[src/rtl/tm1638_key_reader.sv]
// tm1638_key_reader: issues the TM1638 key-scan read command (0x42), clocks in four scan bytes,
// and presents the raw 32-bit scan together with the decoded S1..S8 button vector.
module tm1638_key_reader #(
    parameter int CLK_DIV  = 25,
    parameter int WAIT_CYC = 100
) (
    input  logic        clki,
    input  logic        rst_n,
    input  logic        start,
    output logic        busy,
    output logic        done,
    output logic [7:0]  keys,
    output logic [31:0] raw,
    output logic        stb,
    output logic        tm_clk,
    output logic        dio_out,
    output logic        dio_oe,
    input  logic        dio_in
);
    typedef enum logic [2:0] {IDLE, STB_SETUP, CMD, WAIT, READ, STB_HOLD} state_t;

    localparam logic [7:0] CMD_BYTE = 8'h42;
    localparam int CNT_MAX = CLK_DIV > WAIT_CYC ? CLK_DIV : WAIT_CYC;
    localparam int CW = $clog2(CNT_MAX);

    state_t        state, state_n;
    logic [CW-1:0] cnt, cnt_n;
    logic          half, half_n;
    logic [4:0]    bit_cnt, bit_n;
    logic [31:0]   sr, sr_n;
    logic          last, finish;
    logic          stb_d, clk_d, oe_d, out_d, busy_d;

    assign last = cnt == CW'((state == WAIT ? WAIT_CYC : CLK_DIV) - 1);

    always_ff @(posedge clki) begin
        if (!rst_n) begin
            state   <= IDLE;
            cnt     <= '0;
            half    <= 1'b0;
            bit_cnt <= '0;
            sr      <= '0;
            stb     <= 1'b1;
            tm_clk  <= 1'b1;
            dio_oe  <= 1'b0;
            dio_out <= 1'b1;
            busy    <= 1'b0;
            done    <= 1'b0;
            keys    <= '0;
            raw     <= '0;
        end else begin
            state   <= state_n;
            cnt     <= cnt_n;
            half    <= half_n;
            bit_cnt <= bit_n;
            sr      <= sr_n;
            stb     <= stb_d;
            tm_clk  <= clk_d;
            dio_oe  <= oe_d;
            dio_out <= out_d;
            busy    <= busy_d;
            done    <= finish;
            if (finish) begin
                raw  <= sr;
                keys <= {sr[28], sr[20], sr[12], sr[4], sr[24], sr[16], sr[8], sr[0]};
            end
        end
    end

    // half=0 is the tm_clk-low phase of a bit; the read sample lands on the last high cycle
    always_comb begin
        state_n = state;
        cnt_n   = last ? '0 : cnt + 1'b1;
        half_n  = half;
        bit_n   = bit_cnt;
        sr_n    = sr;
        case (state)
            IDLE: begin
                cnt_n = '0;
                if (start) state_n = STB_SETUP;
            end
            STB_SETUP: if (last) state_n = CMD;
            CMD, READ: if (last) begin
                half_n = !half;
                if (half) begin
                    bit_n = bit_cnt + 1'b1;
                    if (state == READ) sr_n[bit_cnt] = dio_in;
                    if (state == CMD && bit_cnt == 5'd7) begin
                        state_n = WAIT;
                        bit_n   = '0;
                    end
                    if (state == READ && bit_cnt == 5'd31) state_n = STB_HOLD;
                end
            end
            WAIT:     if (last) state_n = READ;
            STB_HOLD: if (last) state_n = IDLE;
            default:  state_n = IDLE;
        endcase
    end

    always_comb begin
        stb_d  = state_n == IDLE;
        clk_d  = !((state_n == CMD || state_n == READ) && !half_n);
        oe_d   = state_n == STB_SETUP || state_n == CMD;
        out_d  = state_n == CMD ? CMD_BYTE[bit_n[2:0]] : 1'b1;
        busy_d = state_n != IDLE;
        finish = state == STB_HOLD && last;
    end
endmodule

[config.mk]
export PLATFORM = sky130hd
export DESIGN_NAME = tm1638_key_reader
export DESIGN_NICKNAME = d
export VERILOG_FILES = /design/src/rtl/tm1638_key_reader.sv
export SDC_FILE = /design/constraint.sdc
export NUM_CORES = 1
export LEC_CHECK = 0
export ABC_AREA = 1
export CAP_MARGIN = 20
export CORE_MARGIN = 2
export CORE_UTILIZATION = 58
export CTS_CLUSTER_SIZE = 25
export DETAILED_ROUTE_END_ITERATION = 10
export GPL_TIMING_DRIVEN = 0
export PLACE_DENSITY = 0.94
export REMOVE_ABC_BUFFERS = 1
export SYNTH_ARGS = -nofsm -noshare
export SYNTH_HDL_FRONTEND = slang
export SYNTH_SLANG_ARGS = --single-unit
[constraint.sdc]
create_clock -name clki -period 4 [get_ports clki]
set_clock_uncertainty 0.1 [all_clocks]
set_input_delay 0.4 -clock clki [delete_from_list [all_inputs] [get_ports clki]]
set_output_delay 0.4 -clock clki [all_outputs]
set_load 0.05 [all_outputs]
==> results.json <==
{
  "rows": 28,
  "fin_hold_ws_ns": 0.347,
  "yosysSeqAreaShare": 0.469,
  "nets": 526,
  "gp_congestion": 0.816,
  "end_kind": "flip-flop",
  "hold_buffers": 0,
  "ctsRootBufferMaster": "clkbuf_8",
  "drc": 0,
  "vdd_ir_drop_max_uv": 222,
  "dieArea_um2": 6990,
  "grtUsageTotal": 0.214,
  "clock_latency_ns": 0.36,
  "syn-mean-instance-area_um2": 7.64,
  "worst-path-buf-inv": 3,
  "slew_headroom": 0.288,
  "clock.fmax_ghz": 0.375,
  "fin_area_um2": 4290,
  "io_buffer_count": 49,
  "grt_pass1_wl_mm": 12.3,
  "gr-total-overflow": 0,
  "syn-instance-count": 481,
  "initial_core_util": 0.610,
  "cts_made_buffers": 9,
  "io_pins": 50,
  "final-setup-viol-count": 0,
  "hold_viol": 0,
  "arrival_ns": 2.85,
  "cpLargestDelayFamily": "simple AND/OR/NAND/NOR gates",
  "drive_above_1_share": 0.0769,
  "tightest_slew_ns": 1.06,
  "cts.sinks": 86,
  "critPathMaxStageDelay_ns": 0.54,
  "clk_pin_slew_worst_paths_ns": 0.09,
  "drv_slew": 0,
  "p_leak_uw": 0.00157,
  "min_period_ns": 2.67,
  "wl_mm": 7.45,
  "grt_setup_unrepaired": "false",
  "crit_chain": "nand2_1 -> nor2_2 -> nand3_1 -> nand2_4 -> nand2_2 -> inv_2 -> ha_1 -> inv_1 -> nor2_2 -> nand2_2 -> inv_2 -> nand3_1 -> a21oi_1",
  "cts_buffer_depth": 2,
  "crit_required_ns": 4.18,
  "die_x_um": 83.6,
  "yosys_warnings": 0,
  "place_inst": 579,
  "areaGrowthSynthToFinish_pct": 16.6,
  "worstSetupStartpointType": "flip-flop",
  "fin_crit_sh": 0.666,
  "cap_violations": 0,
  "vias_per_cell": 5.54,
  "status": "completed",
  "power.density_nw_per_um2": 343,
  "fillers": 459,
  "htree_levels": 3,
  "place_area_um2": 4110,
  "wl_per_cell_um": 12.5,
  "antenna_found_initial": 0,
  "cts_setup_buffers": 0,
  "fin_setup_tns_ns": 0,
  "post_synth_instance_area_um2": 3670,
  "vias": 3298,
  "ctsResizeCount": 0,
  "grt_max_degree": 65,
  "cpMaxStageDelayCell": "dfxtp_1",
  "cts_tree": "done",
  "antenna_cells": 0,
  "ys_ff_latch": 86,
  "grt_pass1_vias": 2854,
  "worstPathMaxFanout": 12,
  "hp-class": "flip-flop to flip-flop",
  "crit_type": "flip-flop to flip-flop",
  "first_iter_violations": 232,
  "die_y_um": 83.6,
  "stdcell_count": 595,
  "dp.final_hpwl_mm": 5.03,
  "detail-route-antenna-nets": 0,
  "synthDistinctLibCells": 27,
  "dr.pass1.iters": 5,
  "coreArea_um2": 6030
}
## sequential cells by signal (all words and copies together) (netlist names)
| signal | flops |
|---|---|
| cnt | 7 |
| state | 3 |
| half | 1 |
| stb | 1 |
| raw | 25 |
| done | 1 |
| dio_oe | 1 |
| dio_out | 1 |
| keys | 7 |
| busy | 1 |
| tm_clk | 1 |
| sr | 32 |
| bit_cnt | 5 |
## power breakdown
group	total [uW]	switching, uW	internal (uW)
sequential	863	3.34	860
combinational	58.5	39.8	18.7
clock	547	308	239
## layout by cell type, fill, tap and decap left out
cell type / count
clkdlybuf4s50_1: 49
nand3_2: 3
ha_1: 7
and2_1: 1
clkinv_1: 1
nor4_1: 1
nor3_1: 24
xor2_1: 2
clkbuf_8: 10
a21oi_1: 66
inv_2: 8
nand2_4: 2
buf_16: 1
nand4_1: 6
o21ai_0: 35
nor2_1: 37
dfxtp_1: 86
nor2_2: 4
nand2_2: 6
xnor2_1: 1
o21ai_1: 29
clkinvlp_4: 3
a211oi_1: 1
a21boi_1: 1
inv_1: 61
clkinv_2: 3
nand2_1: 40
nand3_1: 32
## synthesized netlist by cell type
cell type | instances | area [um^2]
nand4_1 | 6 | 37.5
a21oi_1 | 66 | 330
nor4_1 | 1 | 6.26
a211oi_1 | 1 | 7.51
buf_6 | 5 | 56.3
clkbuf_1 | 11 | 41.3
inv_1 | 61 | 229
o21ai_1 | 29 | 145
nor2_2 | 4 | 25.0
inv_2 | 8 | 30.0
nand2_4 | 2 | 22.5
dfxtp_1 | 86 | 1720
nand2_2 | 6 | 37.5
clkinv_1 | 1 | 3.75
xnor2_1 | 1 | 8.76
nor2_1 | 37 | 139
buf_4 | 10 | 75.1
nor3_1 | 24 | 120
o21ai_0 | 35 | 175
ha_1 | 7 | 87.6
xor2_1 | 2 | 17.5
nand2_1 | 40 | 150
a21boi_1 | 1 | 7.51
nand3_1 | 32 | 160
and2_1 | 1 | 6.26
nand3_2 | 3 | 30.0
buf_1 | 1 | 3.75
## cell type report
class,instances,area [um^2],area share
Timing Repair Buffer,50,518,0.121
Tap cell,75,93.8,0.0219
Inverter,70,263,0.0613
Clock buffer,10,138,0.0321
Clock inverter,6,37.5,0.00876
Multi-Input combinational cell,298,1510,0.353
Sequential cell,86,1720,0.402
## routing by layer
metal | wire length [um] | GRT usage | vias to the layer above
met5 | 0 | 0 | -
met1 | 3240 | 0.255 | 1491
li1 | - | - | 1642
met4 | 154 | 0.114 | 0
met3 | 522 | 0.0603 | 21
met2 | 3530 | 0.351 | 144
## metrics by stage
stage / setup WS [ns] / power [uW] / utilization
6_report: 1.33 / 1470 / 0.711
5_1_grt: 1.13 / 1520 / 0.711
4_1_cts: 1.39 / 1470 / 0.711
3_5_place_dp: 1.48 / 941 / 0.682
3_3_place_gp: 0.901 / 937 / 0.678
2_1_floorplan: 1.92 / 915 / -
## kinds of logic after synthesis
| group | Yosys count | synth area share |
|---|---|---|
| buffers and inverters | 97 | 0.120 |
| xor gates and xnor gates | 3 | 0.00715 |
| DFF | 86 | 0.469 |
| AOI/OAI and AO/OA | 132 | 0.181 |
| adders and majority gates | 7 | 0.0238 |
| and+or+nand+nor | 156 | 0.200 |
## worst min-delay path: stages (launching register included)
cell     delay, ns
dfxtp_1       0.32
inv_1         0.05
a21oi_1       0.05
## path summary, 6_finish.rpt
| path | slack [ns] | to | cells after the start | start |
|---|---|---|---|---|
| setup / recovery | 1.33 | sr[26] | 13 | state[1] |
| hold reg to reg | 0.35 | raw[2] | 2 | raw[2] |
| setup reg to reg | 1.33 | sr[26] | 13 | state[1] |
| hold / removal | 0.35 | raw[2] | 2 | raw[2] |
(Power assumes the default switching activity.)
